### config.mk
export PLATFORM = sky130hd
export DESIGN_NAME = cardinal_nic_fifo
export DESIGN_NICKNAME = d
export VERILOG_FILES = /design/src/rtl/cardinal_nic_fifo.sv
export SDC_FILE = /design/constraint.sdc
export NUM_CORES = 1
export LEC_CHECK = 0
export BUFFER_PORTS_ARGS = -buffer_cell sky130_fd_sc_hd__buf_2
export CORE_MARGIN = 2
export CORE_UTILIZATION = 35
export CTS_CLUSTER_DIAMETER = 30
export CTS_CLUSTER_SIZE = 8
export DETAILED_ROUTE_END_ITERATION = 10
export SKIP_LAST_GASP = 1
export SYNTH_ARGS = -nofsm -noshare
export SYNTH_HDL_FRONTEND = slang
export SYNTH_SLANG_ARGS = --single-unit
### constraint.sdc
create_clock -name clk -period 6.2 [get_ports clk]
set_input_delay 1.24 -clock clk [delete_from_list [all_inputs] [get_ports clk]]
set_output_delay 1.24 -clock clk [all_outputs]
set_load 0.05 [all_outputs]
### src/rtl/cardinal_nic_fifo.sv
// Cardinal NIC with DEPTH-deep ring->PE and PE->ring FIFOs, status registers and VC-aware injection.
// Optional macro CARDINAL_NIC_VC_SPLIT_EN splits the output buffer into one FIFO per virtual channel.
module cardinal_nic_fifo #(
    parameter int DATA_WIDTH = 64,
    parameter int DEPTH      = 4,
    parameter int CNT_W      = $clog2(DEPTH) + 1
) (
    input  logic                  clk,
    input  logic                  reset,
    input  logic [0:1]            addr,
    input  logic [0:DATA_WIDTH-1] d_in,
    output logic [0:DATA_WIDTH-1] d_out,
    input  logic                  nicEn,
    input  logic                  nicEnWr,
    input  logic                  net_si,
    output logic                  net_ri,
    input  logic [0:DATA_WIDTH-1] net_di,
    output logic                  net_so,
    input  logic                  net_ro,
    output logic [0:DATA_WIDTH-1] net_do,
    input  logic                  net_polarity
);

    localparam int PW = $clog2(DEPTH);
`ifdef CARDINAL_NIC_VC_SPLIT_EN
    localparam int NQ = 2;
`else
    localparam int NQ = 1;
`endif
    localparam int OCW = $clog2(NQ * DEPTH) + 1;

    logic proc_rd, proc_wr, wr_out;

    assign proc_rd = nicEn && !nicEnWr;
    assign proc_wr = nicEn && nicEnWr;
    assign wr_out  = proc_wr && (addr == 2'b10);

    // ---------------- input FIFO (ring -> PE) ----------------
    logic [0:DATA_WIDTH-1] in_mem [DEPTH];
    logic [PW-1:0]         in_wp, in_rp;
    logic [CNT_W-1:0]      in_cnt;
    logic                  in_full, in_empty, in_push, in_pop;

    assign in_full  = (in_cnt == CNT_W'(DEPTH));
    assign in_empty = (in_cnt == '0);
    assign net_ri   = !in_full;
    // A push is gated by full at the start of the cycle, even if a pop happens on the same edge.
    assign in_push  = net_si && !in_full;
    assign in_pop   = proc_rd && (addr == 2'b00) && !in_empty;

    always_ff @(posedge clk) begin
        if (in_push) in_mem[in_wp] <= net_di;
    end

    always_ff @(posedge clk or posedge reset) begin
        if (reset) begin
            in_wp  <= '0;
            in_rp  <= '0;
            in_cnt <= '0;
        end else begin
            if (in_push) in_wp <= in_wp + 1'b1;
            if (in_pop)  in_rp <= in_rp + 1'b1;
            case ({in_push, in_pop})
                2'b10:   in_cnt <= in_cnt + 1'b1;
                2'b01:   in_cnt <= in_cnt - 1'b1;
                default: in_cnt <= in_cnt;
            endcase
        end
    end

    // ---------------- output FIFO(s) (PE -> ring) ----------------
    logic [0:DATA_WIDTH-1] out_mem  [NQ][DEPTH];
    logic [PW-1:0]         out_wp   [NQ];
    logic [PW-1:0]         out_rp   [NQ];
    logic [CNT_W-1:0]      out_cnt  [NQ];
    logic [0:DATA_WIDTH-1] out_head [NQ];
    logic [NQ-1:0]         full_q, sel_q, elig_q, push_q, pop_q;
    logic [OCW-1:0]        out_count;
    logic                  out_full, inject, overflow, ovf_set, ovf_clr;
    logic [0:DATA_WIDTH-1] inj_data;

    always_comb begin
        out_count = '0;
        inj_data  = '0;
        for (int q = 0; q < NQ; q++) begin
            out_head[q] = out_mem[q][out_rp[q]];
            full_q[q]   = (out_cnt[q] == CNT_W'(DEPTH));
`ifdef CARDINAL_NIC_VC_SPLIT_EN
            // Each FIFO holds one VC, so only the FIFO matching the phase may inject.
            sel_q[q]  = (d_in[0] == 1'(q));
            elig_q[q] = (out_cnt[q] != '0) && (net_polarity == 1'(q));
`else
            sel_q[q]  = 1'b1;
            elig_q[q] = (out_cnt[q] != '0) && (out_head[q][0] == net_polarity);
`endif
            push_q[q] = wr_out && sel_q[q] && !full_q[q];
            pop_q[q]  = net_ro && elig_q[q];
            out_count = out_count + OCW'(out_cnt[q]);
            if (pop_q[q]) inj_data = out_head[q];
        end
        inject   = |pop_q;
        out_full = wr_out ? |(sel_q & full_q) : |full_q;
        ovf_set  = wr_out && |(sel_q & full_q);
        ovf_clr  = proc_rd && (addr == 2'b11);
    end

    always_ff @(posedge clk) begin
        for (int q = 0; q < NQ; q++) begin
            if (push_q[q]) out_mem[q][out_wp[q]] <= d_in;
        end
    end

    always_ff @(posedge clk or posedge reset) begin
        if (reset) begin
            for (int q = 0; q < NQ; q++) begin
                out_wp[q]  <= '0;
                out_rp[q]  <= '0;
                out_cnt[q] <= '0;
            end
        end else begin
            for (int q = 0; q < NQ; q++) begin
                if (push_q[q]) out_wp[q] <= out_wp[q] + 1'b1;
                if (pop_q[q])  out_rp[q] <= out_rp[q] + 1'b1;
                case ({push_q[q], pop_q[q]})
                    2'b10:   out_cnt[q] <= out_cnt[q] + 1'b1;
                    2'b01:   out_cnt[q] <= out_cnt[q] - 1'b1;
                    default: out_cnt[q] <= out_cnt[q];
                endcase
            end
        end
    end

    // A new overflow on the same edge as a status read wins over the clear.
    always_ff @(posedge clk or posedge reset) begin
        if (reset)        overflow <= 1'b0;
        else if (ovf_set) overflow <= 1'b1;
        else if (ovf_clr) overflow <= 1'b0;
    end

    always_ff @(posedge clk or posedge reset) begin
        if (reset) begin
            net_so <= 1'b0;
            net_do <= '0;
        end else begin
            net_so <= inject;
            if (inject) net_do <= inj_data;
        end
    end

    // ---------------- processor read port ----------------
    logic [0:DATA_WIDTH-1] d_out_nxt;

    always_comb begin
        d_out_nxt = '0;
        case (addr)
            2'b00: if (!in_empty) d_out_nxt = in_mem[in_rp];
            2'b01: begin
                d_out_nxt[0]                        = in_full;
                d_out_nxt[DATA_WIDTH-CNT_W +: CNT_W] = in_cnt;
            end
            2'b11: begin
                d_out_nxt[0]                    = out_full;
                d_out_nxt[1]                    = overflow;
                d_out_nxt[DATA_WIDTH-OCW +: OCW] = out_count;
            end
            default: d_out_nxt = '0;
        endcase
    end

    always_ff @(posedge clk or posedge reset) begin
        if (reset)        d_out <= '0;
        else if (proc_rd) d_out <= d_out_nxt;
    end

endmodule

==> impl_metrics.ini, run 1 <==
[critical_path]
cp_data_arrival_time_ns = 4.15
cpLargestDelayFamily = flip-flops
slowest_delay_ns = 1.04
critPathCaptureType = flop
critPathSlowestCell = dfrtp_4
worstSetupPathType = flop to flop
worst-r2r-setup-slack_ns = 2.66
crit_chain = mux4_2 > xnor2_1 > nand2_4 > inv_1 > ha_1 > inv_1 > fa_1 > xor2_1 > nor2_1 > xor2_1
worst_setup_path_start_kind = flop
worstPathMaxFanout = 66
critical_path_buf_inv_count = 2
cp.required_ns = 6.81

[floorplanning]
die-height_um = 267
die_w_um = 267
start_util = 0.354
placement_rows = 96
ios = 267
coreArea_um2 = 68600
fp.dieArea_um2 = 71400

[layout]
areaGrowthSynthToFinish_pct = 28.4
final_area_um2 = 31200
multi_input_area_um2 = 5020
final_cell_mix = edfxtp_1, buf_2, dfrtp_1
fill_cells = 5747
layout_commonest_cell = edfxtp_1
drive_gt1_frac = 0.450
seq_area_um2 = 19000
num-nets-final = 1577

[place]
port_buffers = 266
placed_area_um2 = 26700
routabilityCongestion = 0.702
dp_hpwl_um = 30800

[yosys]
synth.avg_cell_area_um2 = 23.0
synthCells = 1056
synth-compound-area-share = 0.0266
synth-seq-cells = 656
syn_area_um2 = 24300
synth_top_family_by_area = multiplexers
ys_warn_count = 0
synthTopCellsByArea = edfxtp_1, dfrtp_1, mux4_2
muxShareOfSynthArea = 0.158
ys_types = 32
yosysTopAreaCell = edfxtp_1
synth_fa_ha_area_frac = 0.00939
yosys.area.top_type_share = 0.634
synthesis.nets = 1210
synth_xor_area_frac = 0.00505
yosys.area_share.simple = 0.00624
seq_area_frac_synth = 0.782

[cts]
path_clk_slew_ns = 0.05
tritoncts_num_sinks = 656
ctsHtreeMaxLevel = 4
clock_latency_ns = 0.70
root_buffer = clkbuf_16
cts_resized = 0
cts_buffers = 134
clockBufferDepth = 3
cts_hold_buf = 0
cts_tree = yes
postCtsSetupRepairBufs = 0

[global_route]
antenna_found_initial = 18
grt_use_total = 0.150
grt_pass1_wl_um = 78800
grt_overflow = 0
grt_pass1_vias = 12800
grt_max_degree = 71

[pwr]
leakagePower_nw = 11.7
irDropWorstVdd_v = 0.000313
power.density_nw_per_um2 = 543

[drt]
postRouteAntennaNets = 0
avgViaCountPerCell = 4.75
finalWirelength_um = 52400
avgRoutedWirePerCell_um = 21.2
drc = 0
first_iter_violations = 626
drt_first_pass_iters = 7
vias = 11700

[min_path]
hp-class = flop to flop

[sta]
post-route-min-period_ns = 3.54
relSlewSlack = 0.301
fin_crit_sh = 0.571
setup-violations-final = 0
fin_setup_tns_ns = 0
hold_viol_final = 0
rsz0062_at_grt = no
worst_pin_slew_ns = 1.05
clock_skew_ns = 0.0381
drv_slew = 0
fmax_mhz = 282

[status]
status = completed

[run]
cap_violations = 0
==> flip-flops by register name, indices dropped and copies added (netlist names) <==
| signal | cells |
|---|---|
| net_so | 1 |
| overflow | 1 |
| in_rp | 2 |
| in_cnt | 3 |
| in_mem | 256 |
| d_out | 64 |
| in_wp | 2 |
| out_mem | 256 |
| out_cnt | 3 |
| out_wp | 2 |
| out_rp | 2 |
| net_do | 64 |
==> layer usage <==
metal  vias up  GRT usage  wire length (µm)
li1       5135          -                 -
met3       116     0.0604              4280
met5         -          0               178
met1      6082      0.192             22300
met4        30     0.0560              1090
met2       357      0.228             24500
==> cell type report <==
type                            count  area share
Timing Repair Buffer              281      0.0463
Multi-Input combinational cell    333       0.161
Sequential cell                   656       0.610
Clock buffer                      176       0.116
Clock inverter                     71      0.0267
Antenna cell                        4    0.000321
Inverter                           17     0.00221
Tap cell                          931      0.0374
==> through the flow <==
step	power, W	utilization	worst slack (ns)	hold WS [ns]	cells
after floorplan	0.00912	-	1.09	0.476	1056
after global placement	0.0101	0.389	2.52	0.468	2218
after detailed placement	0.0102	0.389	2.48	0.484	2218
after CTS	0.0172	0.454	2.54	0.493	2465
after global routing	0.0177	0.454	2.31	0.515	2467
final	0.0169	0.454	2.66	0.491	2469
==> worst min-delay path: cells and delay by family (launching register included) <==
family,cells,cell delay (ns)
AOI/OAI and AO/OA,1,0.06
DFF,1,0.35
and+or+nand+nor,1,0.05
==> report_power, final <==
group          total [W]  switching, W  internal, W
Sequential       0.00623      0.000671      0.00556
Clock            0.00687       0.00234      0.00453
Combinational    0.00381       0.00220      0.00161
==> logic make-up after synthesis <==
family / count (synthesis)
adders and majority gates: 17
muxes: 195
DFF: 656
buffers and inverters: 67
AOI/OAI and AO/OA: 77
xor gates and xnor gates: 14
and+or+nand+nor: 30
==> cells in the mapped netlist <==
cell and count:
nor2b_1 1, a31oi_1 2, a41oi_1 1, clkbuf_1 30
mux2_2 15, nand2_1 8, xor2_1 5, edfxtp_1 512
mux4_2 128, fa_1 2, nand3_1 1, nand2b_1 2
nor2_1 6, mux2i_1 2, and3_1 5, dfrtp_1 144
ha_1 15, buf_2 12, a22oi_1 1, o21ai_0 4
and2_1 6, a222oi_1 4, a22o_1 59, buf_1 2
a21oi_1 3, buf_6 6, o31ai_1 1, xnor2_1 9
or2_2 1, o31a_1 2, mux2_4 50, inv_1 17
==> worst paths after layout <==
| kind | start | endpoint | depth (start not counted) |
|---|---|---|---|
| min in group asynchronous | reset | d_out[51]$_DFFE_PP0N_ | 2 |
| worst min register to register | d_out[0]$_DFFE_PP0N_ | d_out[0]$_DFFE_PP0N_ | 2 |
| worst max register to register | out_rp[1]$_DFFE_PP0P_ | out_cnt[2]$_DFFE_PP0P_ | 10 |
| worst min-delay path | d_out[0]$_DFFE_PP0N_ | d_out[0]$_DFFE_PP0N_ | 2 |
| max in group asynchronous | reset | net_do[44]$_DFFE_PP0P_ | 3 |
| worst max-delay path | out_rp[1]$_DFFE_PP0P_ | out_cnt[2]$_DFFE_PP0P_ | 10 |
No activity file was read; power rests on OpenSTA's default activity.
==> run 2: changes to the inputs <==
- clock period: 6.2 -> 3.1 ns (I/O delays scaled with it)
==> impl_metrics.ini, run 2 (synthesized netlist as in run 1, its figures left out) <==
[status]
status = completed

[layout]
multi_input_area_um2 = 5020
areaGrowthSynthToFinish_pct = 31.1
drive_gt1_frac = 0.465
num-nets-final = 1603
postLayoutCoreUtil = 0.464
seq_area_um2 = 19000
final_cell_mix = edfxtp_1, buf_2, dfrtp_1
fill_cells = 5763
layout_commonest_cell = edfxtp_1

[pwr]
power.net_switching_w = 0.0106
irDropWorstVdd_v = 0.000631
p_sw_frac = 0.306
clockPowerShare = 0.415
fin_total_pwr_w = 0.0346
leakagePower_nw = 12.0
p_seq_frac = 0.344
intPower_w = 0.0240
pwr-share-comb = 0.242
power.density_nw_per_um2 = 1090

[drt]
first_iter_violations = 756
finalWirelength_um = 52300
postRouteAntennaNets = 0
drc = 0
avgRoutedWirePerCell_um = 20.9
avgViaCountPerCell = 4.78
vias = 11900
drt_first_pass_iters = 5

[critical_path]
worst_setup_path_start_kind = flop
cp.required_ns = 3.67
slowest_delay_ns = 0.53
worstSetupPathType = flop to flop
crit_chain = mux4_2 > xnor2_1 > nand2_4 > inv_1 > ha_1 > inv_1 > fa_1 > xor2_1 > nor2_1 > xor2_1
cp_data_arrival_time_ns = 3.15
reg2regPathDepth = 10
critPathSlowestCell = mux4_2
critPathCaptureType = flop
worstPathMaxFanout = 3

[floorplanning]
fp.dieArea_um2 = 71400
coreArea_um2 = 68600
ios = 267
placement_rows = 96
die_w_um = 267
die-height_um = 267
start_util = 0.354

[global_route]
grt_overflow = 0
grt_use_total = 0.151
grt_max_degree = 67
antenna_found_initial = 13
grt_pass1_wl_um = 80400
grt_pass1_vias = 13500

[cts]
tritoncts_num_sinks = 656
cts_tree = yes
path_clk_slew_ns = 0.05
cts_buffers = 139
ctsHtreeMaxLevel = 4
clockBufferDepth = 3
root_buffer = clkbuf_16
postCtsSetupRepairBufs = 0
clock_latency_ns = 0.69

[sta]
drv_slew = 0
setup-violations-final = 0
rsz0062_at_grt = no
clock_skew_ns = 0.0405
worst_pin_slew_ns = 1.02
post-route-min-period_ns = 2.57
relSlewSlack = 0.321
fin_ws_ns = 0.527
fmax_mhz = 389
hold_viol_final = 0
fin_crit_sh = 0.830
fin_setup_tns_ns = 0

[min_path]
hold_depth = 1
hp-class = primary input to flop

[place]
dp_hpwl_um = 30700
pre_cts_ws_ns = 0.509
routabilityCongestion = 0.715
port_buffers = 266

[run]
cap_violations = 0
==> run 2: worst paths after layout <==
kind	slack, ns	from	endpoint
setup / recovery	0.53	out_rp[0]$_DFFE_PP0P_	out_cnt[2]$_DFFE_PP0P_
hold / removal	0.13	net_di[22]	in_mem[2][41]$_DFFE_PP_
setup reg to reg	0.53	out_rp[0]$_DFFE_PP0P_	out_cnt[2]$_DFFE_PP0P_
hold reg to reg	0.49	d_out[0]$_DFFE_PP0N_	d_out[0]$_DFFE_PP0N_
max in group asynchronous	1.78	reset	out_wp[1]$_DFFE_PP0P_
min in group asynchronous	0.53	reset	d_out[40]$_DFFE_PP0N_
==> run 2: critical path, delay by kind of cell, from the launching register on <==
family	cells	cell delay, ns
AND/OR/NAND/NOR	2	0.20
XOR/XNOR	3	0.61
buffers and inverters	2	0.15
adder cells (fa/ha/maj)	2	0.56
multiplexers	1	0.53
flip-flops	1	0.43
==> run 2: layout make-up <==
class,count,share of cell area
Inverter,17,0.00212
Clock inverter,82,0.0329
Timing Repair Buffer,302,0.0575
Antenna cell,5,0.000393
Multi-Input combinational cell,333,0.158
Sequential cell,656,0.597
Tap cell,931,0.0366
Clock buffer,174,0.115
==> run 2: through the flow <==
step	cells	instance area (µm²)	hold WS, ns
5_1_grt	2496	31800	0.0921
3_3_place_gp	2238	27100	0.479
3_5_place_dp	2238	27100	0.483
2_1_floorplan	1056	24300	0.476
6_report	2500	31800	0.134
4_1_cts	2495	31800	0.0747
==> run 2: per-layer routing <==
metal / global-route usage / part of all wire / vias to the layer above
li1: - / - / 5189
met1: 0.182 / 0.41 / 6243
met2: 0.242 / 0.49 / 384
met3: 0.0621 / 0.086 / 111
met4: 0.0577 / 0.020 / 20
met5: 0 / 0.0021 / -
==> run 2: repair_timing <==
item                      4_1_cts  5_1_grt
hold endpoints to repair       14        0
hold buffers                    1        0
resized for setup               0        0
==> run 2: power by group through the flow <==
stage / clock network, W / registers [W] / logic (W)
global placement: 0 / 0.0120 / 0.00847
CTS: 0.0147 / 0.0119 / 0.00855
finish: 0.0144 / 0.0119 / 0.00837
detailed placement: 0 / 0.0121 / 0.00853
global route: 0.0151 / 0.0121 / 0.00895
floorplan: 0 / 0.0139 / 0.00433
